==> config.mk <==
export PLATFORM = sky130hd
export DESIGN_NAME = svi_bank_scheduler
export DESIGN_NICKNAME = d
export VERILOG_FILES = /design/src/rtl/svi_bank_pkg.sv /design/src/rtl/svi_rr_arbiter.sv /design/src/rtl/svi_bank_scheduler.sv
export SDC_FILE = /design/constraint.sdc
export NUM_CORES = 1
export LEC_CHECK = 0
export ABC_AREA = 1
export CAP_MARGIN = 25
export CORE_ASPECT_RATIO = 0.75
export CORE_MARGIN = 1.5
export CORE_UTILIZATION = 40
export DETAILED_ROUTE_END_ITERATION = 7
export SLEW_MARGIN = 15
export SYNTH_ARGS = -nofsm -noshare
export SYNTH_HDL_FRONTEND = slang
export SYNTH_SLANG_ARGS = --single-unit
==> constraint.sdc <==
create_clock -name i_clk -period 3.9 [get_ports i_clk]
set_input_delay 0.78 -clock i_clk [delete_from_list [all_inputs] [get_ports i_clk]]
set_output_delay 0.78 -clock i_clk [all_outputs]
set_load 0.05 [all_outputs]
==> src/rtl/svi_bank_pkg.sv <==
// rtl/svi_bank_pkg.sv - shared types and reset constants for the lane bank scheduler
package svi_bank_pkg;

    typedef enum logic [1:0] {
        F_X   = 2'd0,
        F_Y   = 2'd1,
        F_Z   = 2'd2,
        F_ALL = 2'd3
    } field_e;

    typedef struct packed {
        logic [7:0] x;
        logic [7:0] y;
        logic [7:0] z;
    } lane_t;

    localparam logic [7:0] LANE_RST_X = 8'hFF;
    localparam logic [7:0] LANE_RST_Y = 8'h00;
    localparam logic [7:0] LANE_RST_Z = 8'hFF;

    localparam lane_t LANE_RST = '{x: LANE_RST_X, y: LANE_RST_Y, z: LANE_RST_Z};

    typedef enum logic [1:0] {
        IDLE = 2'd0,
        CLR  = 2'd1,
        DONE = 2'd2
    } state_e;

endpackage

==> src/rtl/svi_rr_arbiter.sv <==
// rtl/svi_rr_arbiter.sv - round-robin arbiter with combinational one-hot grant
module svi_rr_arbiter #(
    parameter int NREQ = 4
) (
    input  logic            i_clk,
    input  logic            i_rst_n,
    input  logic [NREQ-1:0] req,
    input  logic            enable,
    output logic [NREQ-1:0] gnt
);

    localparam int PW = (NREQ > 1) ? $clog2(NREQ) : 1;

    logic [PW-1:0] ptr;
    logic [PW-1:0] ptr_nxt;
    logic [PW-1:0] idx;
    logic          found;

    // Search from ptr upward with wrap; NREQ need not be a power of two.
    always_comb begin
        gnt     = '0;
        ptr_nxt = ptr;
        idx     = '0;
        found   = 1'b0;
        if (enable) begin
            for (int k = 0; k < NREQ; k++) begin
                if (!found) begin
                    idx = PW'((int'(ptr) + k) % NREQ);
                    if (req[idx]) begin
                        gnt[idx] = 1'b1;
                        ptr_nxt  = PW'((int'(idx) + 1) % NREQ);
                        found    = 1'b1;
                    end
                end
            end
        end
    end

    always_ff @(posedge i_clk or negedge i_rst_n) begin
        if (!i_rst_n) begin
            ptr <= '0;
        end else begin
            ptr <= ptr_nxt;
        end
    end

endmodule

==> src/rtl/svi_bank_scheduler.sv <==
// rtl/svi_bank_scheduler.sv - lane array with arbitrated writes, clear sweep and registered read-back
module svi_bank_scheduler
    import svi_bank_pkg::*;
#(
    parameter  int NREQ  = 4,
    parameter  int NLANE = 8,
    localparam int LW    = $clog2(NLANE)
) (
    input  logic               i_clk,
    input  logic               i_rst_n,
    input  logic [NREQ-1:0]    i_req,
    input  logic [NREQ*LW-1:0] i_lane,
    input  logic [NREQ*2-1:0]  i_field,
    input  logic [NREQ*8-1:0]  i_data,
    output logic [NREQ-1:0]    o_gnt,
    input  logic               i_clr,
    output logic               o_busy,
    output logic               o_clr_done,
    input  logic [LW-1:0]      i_rd_lane,
    output logic [7:0]         o_a,
    output logic [7:0]         o_b,
    output logic [7:0]         o_c
);

    state_e        state;
    state_e        state_nxt;
    logic [LW-1:0] cnt;
    lane_t         lanes [NLANE];
    logic          arb_en;

    logic          wr_en;
    logic [LW-1:0] wr_lane;
    field_e        wr_field;
    logic [7:0]    wr_data;

    svi_rr_arbiter #(
        .NREQ(NREQ)
    ) u_arb (
        .i_clk  (i_clk),
        .i_rst_n(i_rst_n),
        .req    (i_req),
        .enable (arb_en),
        .gnt    (o_gnt)
    );

    // A clear request wins over any write in the cycle it is accepted.
    always_comb begin
        state_nxt = state;
        arb_en    = 1'b0;
        case (state)
            IDLE: begin
                if (i_clr) begin
                    state_nxt = CLR;
                end else begin
                    arb_en = 1'b1;
                end
            end
            CLR: begin
                if (cnt == LW'(NLANE - 1)) begin
                    state_nxt = DONE;
                end
            end
            DONE: begin
                if (i_clr) begin
                    state_nxt = CLR;
                end else begin
                    state_nxt = IDLE;
                    arb_en    = 1'b1;
                end
            end
            default: state_nxt = IDLE;
        endcase
    end

    always_ff @(posedge i_clk or negedge i_rst_n) begin
        if (!i_rst_n) begin
            state <= IDLE;
        end else begin
            state <= state_nxt;
        end
    end

    assign o_busy     = (state == CLR);
    assign o_clr_done = (state == DONE);

    always_comb begin
        wr_en    = |(o_gnt & i_req);
        wr_lane  = '0;
        wr_field = F_X;
        wr_data  = '0;
        for (int r = 0; r < NREQ; r++) begin
            if (o_gnt[r]) begin
                wr_lane  = i_lane[r*LW +: LW];
                wr_field = field_e'(i_field[r*2 +: 2]);
                wr_data  = i_data[r*8 +: 8];
            end
        end
    end

    // Power-of-two NLANE lets the sweep counter wrap back to zero on its own.
    always_ff @(posedge i_clk or negedge i_rst_n) begin
        if (!i_rst_n) begin
            cnt <= '0;
        end else if (state == CLR) begin
            cnt <= cnt + 1'b1;
        end
    end

    always_ff @(posedge i_clk or negedge i_rst_n) begin
        if (!i_rst_n) begin
            for (int i = 0; i < NLANE; i++) begin
                lanes[i] <= LANE_RST;
            end
        end else if (state == CLR) begin
            lanes[cnt] <= LANE_RST;
        end else if (wr_en) begin
            case (wr_field)
                F_X:   lanes[wr_lane].x <= wr_data;
                F_Y:   lanes[wr_lane].y <= wr_data;
                F_Z:   lanes[wr_lane].z <= wr_data;
                F_ALL: lanes[wr_lane]   <= '{x: wr_data, y: wr_data, z: wr_data};
                default: ;
            endcase
        end
    end

    always_ff @(posedge i_clk or negedge i_rst_n) begin
        if (!i_rst_n) begin
            o_a <= '0;
            o_b <= '0;
            o_c <= '0;
        end else begin
            o_a <= lanes[i_rd_lane].x;
            o_b <= lanes[i_rd_lane].y;
            o_c <= lanes[i_rd_lane].z;
        end
    end

endmodule

* After elaboration in Yosys (flattened, before gate mapping)
Index checks and enable logic that the tools add are counted.
** Word-level totals
- Register bits :: 223
- Bits in latches :: 0
- RAM bits :: 0
- ROM bits :: 0
- Input bits :: 62
- Output and inout port bits :: 30
- Logic and storage cells :: 160
- Memories kept :: 0
** Operators by class
- $add $sub $neg :: 7
- Multiply operators :: 0
- Div/mod/pow operators :: 0
- $lt $le $gt $ge :: 13
- Eq/ne operators :: 8
- Shifts and indexed selects :: 0
- Multiplexer cells :: 80
- Bitwise logic cells :: 10
- Reductions and logical operators :: 12
** Operator list (count)
- bitwise mux 192 bit :: 4
- case mux 192 bit (4 select lines) :: 1
- 2-to-1 mux 192 bit :: 2
- demux 24 bit (select 3 bit) :: 5
- bitwise OR 128 bit :: 1
- 2-to-1 mux 24 bit :: 5
- binary-select mux 24 bit (select 3 bit) :: 1
- AND 64 bit :: 1
- inverter 64 bit :: 1
- 2-to-1 mux 4 bit :: 11
- 2-to-1 mux 8 bit :: 5
- 2-to-1 mux 2 bit :: 13
- 2-to-1 mux 1 bit :: 19
- 2-to-1 mux 16 bit :: 1
- greater-or-equal comparator 4 bit (second input constant) :: 3
- less-than comparator 2 x 3 -> 1 bit (second input constant) :: 4
- 2-to-1 mux 3 bit :: 4
- inverter 3 -> 4 bit :: 3
- bitwise OR 4 bit :: 3
- adder 2 x 1 -> 2 bit (second input constant) :: 4
- binary-select mux 1 bit (select 2 bit) :: 4
- demux 1 bit (select 2 bit) :: 4
- greater-or-equal comparator 2 x 1 -> 1 bit (second input constant) :: 4
- less-than comparator 4 x 1 -> 1 bit (second input constant) :: 2
- other kinds (15) :: 25

* Longest topological paths before layout
- Depth after elaboration :: 31
- Depth in mapped cells :: 26
- Depth with buffers taken out :: 24

* Hierarchy
A second synthesis with hierarchy kept.
** Unflattened totals
- Cells, all modules :: 2826
- Area total of the unflattened synthesis :: 17575.6 um^2
** Modules (own cells, without submodules)
- svi_bank_scheduler :: times used 1, cells an instance 2738, area each 17033.8 um^2, seq. area each 5690.5 um^2
- svi_rr_arbiter :: times used 1, cells an instance 88, area each 541.8 um^2, seq. area each 50.0 um^2

* Worst setup path after synthesis
Ideal clock, no wire load.
- Kind :: register to register
- Start point :: register u_arb.ptr[0]
- End point :: register lanes[87] (netlist name)
- Setup time :: 130 ps
- Arrival :: 3028 ps
- Required time :: 3770 ps
- Slack :: 742 ps
- Stages on the path, launching flop included :: 27
- Path buffers :: 2
- Clock period less this slack :: 3158 ps
- Cells stage by stage :: dfrtp_1 -> buf_6 -> inv_6 -> ha_1 -> inv_1 -> nand3_2 -> nand2_4 -> nand2_2 -> nor2_4 -> nand2_1 -> nand3_2 -> nand2_4 -> inv_2 -> nand2_1 -> nand2_1 -> inv_1 -> nand2_1 -> nand2_4 -> nand2_4 -> inv_2 -> nand2_2 -> buf_2 -> nand2_1 -> nand3_1 -> nand2_1 -> nand2_1 -> o21ai_0
** On the way
- Elaborated cells on any way between the ends :: 89
- Those cells by class :: add/sub: 3; order compare: 10; eq/ne: 3; mux: 60; bitwise: 5; reduce/logical: 8
** RTL lines
- from (decl) :: line svi_rr_arbiter.sv:14 : logic [PW-1:0] ptr;
- from (signal assigned) :: line svi_rr_arbiter.sv:43 : ptr <= ptr_nxt;
- parallel branches: the longest is 16 deep, another holds less-than comparator 2 x 3 -> 1 bit
- 2-to-1 mux 4 bit (*) :: line svi_rr_arbiter.sv:27 : if (!found) begin
- 2-to-1 mux 4 bit (*) :: line svi_rr_arbiter.sv:25 : if (enable) begin
- via o_gnt[2] :: line svi_bank_scheduler.sv:15 : output logic [NREQ-1:0] o_gnt,
- 2-to-1 mux 3 bit (2 in series) :: line svi_bank_scheduler.sv:92 : if (o_gnt[r]) begin
- inverter 3 -> 4 bit (implied by the code)
- greater-or-equal comparator 4 bit (implied by the code) / less-than comparator 4 x 1 -> 1 bit (equally long branches) :: line svi_bank_scheduler.sv:119, svi_bank_scheduler.sv:121
- logical AND 1 bit (implied by the code) :: line svi_bank_scheduler.sv:119, svi_bank_scheduler.sv:121
- 2-to-1 mux 24 bit (implied by the code) / 2-to-1 mux 16 bit (equally long branches) :: line svi_bank_scheduler.sv:121, svi_bank_scheduler.sv:119
- demux 24 bit (select 3 bit) (on tied branches) :: line svi_bank_scheduler.sv:121, svi_bank_scheduler.sv:119
- bitwise mux 192 bit (on tied branches) :: line svi_bank_scheduler.sv:121, svi_bank_scheduler.sv:119
- case mux 192 bit (4 select lines) :: line svi_bank_scheduler.sv:117 : case (wr_field)
- 2-to-1 mux 192 bit :: line svi_bank_scheduler.sv:116 : end else if (wr_en) begin
- 2-to-1 mux 192 bit :: line svi_bank_scheduler.sv:114 : end else if (state == CLR) begin
- to (signal, indexed assignment) :: line svi_bank_scheduler.sv:121 : F_ALL: lanes[wr_lane] <= '{x: wr_data, y: wr_data, z: wr_data};
- to (decl) :: line svi_bank_scheduler.sv:28 : lane_t lanes [NLANE];
Mark *: on every way through the listed nets, which the timed path passes. The select of a mux whose other input is x is not followed.
A chain may end at the register's enable or synchronous reset.

* Worst setup path in the final report
- Start point :: register u_arb.ptr[0]
- End point :: output o_gnt[3]
** On the way
- Word-level cells in the longest chain between the ends :: 18
- Elaborated cells on any way between the ends :: 53
- Those cells by class :: add/sub: 3; order compare: 8; mux: 35; bitwise: 3; reduce/logical: 4
** RTL lines (line)
- parallel branches: the longest is 16 deep, another holds less-than comparator 2 x 3 -> 1 bit
- 2-to-1 mux 4 bit (*) :: svi_rr_arbiter.sv:27
- 2-to-1 mux 4 bit (*) :: svi_rr_arbiter.sv:25
- to (decl) :: svi_bank_scheduler.sv:15
Mark *: on every way between the ends. The select of a mux whose other input is x is not followed.

==> run metrics <==
critical path class flop to primary output; total global-route track usage 28.5%; CTS Buffer Depth 3; most frequent CP cell nand2_2; number of core rows 65; Crit Path Max Fanout 13; Syn Inst Count 2722; synthesized area 0.0170 sq mm; I/O pin cnt 92; Reg2Reg Setup Slack 0.40 ns; clock network fraction of design power 14.0%; DIE HEIGHT 182 um; Placer Congestion 0.880; CTS tree done; Req. time, crit path 3.12 ns; design area 0.0199 sq mm; cells along the critical path inv_6 -> ha_1 -> inv_1 -> nand3_2 -> nand2_4 -> nand2_2 -> nor2_4 -> nand2_1 -> nand4_1 -> nand2_2 -> inv_2 -> buf_12; Placed Instance Area 0.0190 sq mm; Fmax 277 MHz; ANT nets after route 0; DRT iter0 DRCs 1891; TritonCTS Buffers 26; Int Power 9320 uW; headroom to the max-slew limit 37.9%; Setup Skew 0.0109 ns; first-pass GRT wire length 97.9 mm; clk slew on worst S/H paths 0.06 ns; pin count of the biggest net entering global routing 99; post_cts resized 0; DRC violations left 0; crit path DAT 2.83 ns; Inserted Diodes 0; Clock Latency Late Sink 0.56 ns; Reg2Reg Capture Point lanes[132]; Synth warnings 0; Finish-stage setup viols 0; vias in the first global route 17300; grt total ovfl 0; Total Wirelength 62.3 mm; combinational share of power 63.2%; Area Growth Syn to Fin 16.7%; switching part of the total 51.8%; outcome completed; mean number of vias per cell 5.46; power per cell area 972 mW/mm^2; initial antenna violation count 1; Vias 18400; #FFs+latches synth 223; FF-to-FF Start u_arb.ptr[0]; Final period util 92.5%; Worst Reg-to-Reg Cells 21; nets@finish 2848; drt wl/cell 18.5 um; layout cell share with drive strength beyond 1 12.8%; drt first pass iters 7; Synth cell types 42; Core Util, Final 47.3%; Peak VDD IR 0.538 mV; CP endpoint kind primary output; Reg power frac 22.8%; Clock Sinks 223; Post-CTS Setup Bufs 0; Slew Limit Fails 0; sequential share of the synthesized area 33.7%; Starting Density 40.5%; post-layout minimum cycle time 3.61 ns; clk root buf clkbuf_16; core footprint 0.0420 sq mm; post-detail-place hpwl 42.0 mm; Die Area 0.0438 sq mm; Syn Nets 2794; CP max-delay cell dfrtp_1; setup TNS 0 ns; worst slew pin tran 0.932 ns; worst hold path class primary input to async pin; Chip Width 241 um; RSZ-0062 raised after global routing false; count of buffers from port buffering 91; CP peak stage delay 0.41 ns; max-cap violations 0; Startpoint Class flop; switching power total 10000 uW; htree depth 1; final hold violation count 0; hold_buf cts 0; Lkg Pwr 0.00992 uW; total power 19300 uW; Synth Area per Inst 6.26 sq um
[cells by family after synthesis]
family	after synthesis	synth area share, %
AOI/OAI and AO/OA	508	16.2
buffers and inverters	550	13.3
xor gates and xnor gates	2	0.103
DFF	223	33.7
and+or+nand+nor	1429	35.9
adders and majority gates	10	0.735
[layer usage]
metal / share of wire, % / global-route usage, %
met1: 44 / 40.4
met2: 44 / 43.4
met3: 8.3 / 4.85
met4: 3.6 / 10.4
met5: 0.014 / 0
[worst max-delay path by stage]
stage                       endpoint  cells past startpoint          from  slack (ns)
after floorplan            lanes[87]                     26  u_arb.ptr[0]        0.74
after global placement     lanes[57]                     23      i_req[3]        0.04
after detailed placement   lanes[57]                     23      i_req[2]        0.05
after CTS                   o_gnt[3]                     12  u_arb.ptr[0]        0.28
after global routing      lanes[132]                     21  u_arb.ptr[0]        0.07
final                       o_gnt[3]                     12  u_arb.ptr[0]        0.29
[state kept, by name, summed over array words and instances, names as in the netlist]
register,flops
cnt,3
u_arb.ptr,2
o_a,8
o_b,8
o_c,8
lanes,192
state,2
[placed cells by master, fill, tap and decap left out, types with 10 or more instances in the layout]
cell type / n
dfrtp_1: 95
nand2_2: 21
dfstp_2: 128
o21ai_1: 52
a221oi_1: 24
inv_1: 369
a31oi_1: 24
buf_12: 24
ha_1: 10
inv_2: 10
nand3_1: 327
nor2_1: 148
a21oi_1: 233
buf_4: 78
clkbuf_16: 27
clkdlybuf4s50_1: 85
o21ai_0: 150
nand2_1: 882
[metrics by stage]
step	instances	worst slack, ns	hold WS [ns]
2_1_floorplan	2722	0.742	0.484
3_3_place_gp	3310	0.0362	0.497
3_5_place_dp	3317	0.0490	0.503
4_1_cts	3365	0.282	0.332
5_1_grt	3365	0.0693	0.347
6_report	3365	0.292	0.280
[power groups by stage]
stage / Sequential (uW) / Combinational [uW] / Clock [uW]
6_report: 4410 / 12200 / 2700
5_1_grt: 4540 / 13600 / 2840
4_1_cts: 4390 / 12100 / 2750
3_5_place_dp: 4420 / 12000 / 0
3_3_place_gp: 4380 / 11600 / 0
2_1_floorplan: 4490 / 8350 / 0
[Yosys cell counts, drive strengths merged]
| library cell | count | share of area, % |
|---|---|---|
| a21boi | 15 | 0.86 |
| dfrtp | 95 | 14 |
| nand3 | 337 | 10 |
| nand2 | 912 | 21 |
| o21ai | 202 | 5.9 |
| dfstp | 128 | 20 |
| ha | 10 | 0.73 |
| buf | 69 | 2.7 |
| nand3b | 2 | 0.088 |
| a31oi | 24 | 0.88 |
| a221oi | 24 | 1.2 |
| a41oi | 1 | 0.051 |
| nor2 | 160 | 4.1 |
| or2 | 7 | 0.26 |
| inv | 381 | 8.4 |
| o2111ai | 1 | 0.051 |
| o21bai | 5 | 0.22 |
| clkbuf | 100 | 2.2 |
| o22ai | 2 | 0.073 |
| nand4 | 11 | 0.48 |
| o211ai | 1 | 0.044 |
| xor2 | 2 | 0.10 |
| a21oi | 233 | 6.8 |
[critical path: cells and delay by family (launching register included)]
family	cells	cell delay, ns
DFF	1	0.41
and+or+nand+nor	7	0.85
adders and majority gates	1	0.38
buffers and inverters	4	0.61
[layout make-up]
| type | count | area [sq um] |
|---|---|---|
| fillers | 4243 | 22200 |
| multi-input cells | 1949 | 9040 |
| flip-flops and latches | 223 | 5740 |
| inverters | 381 | 1440 |
| well taps | 569 | 712 |
| clock inverters | 12 | 160 |
| clock buffers | 36 | 759 |
| repair buffers | 195 | 2030 |
Power figures use the tool's default switching activity.
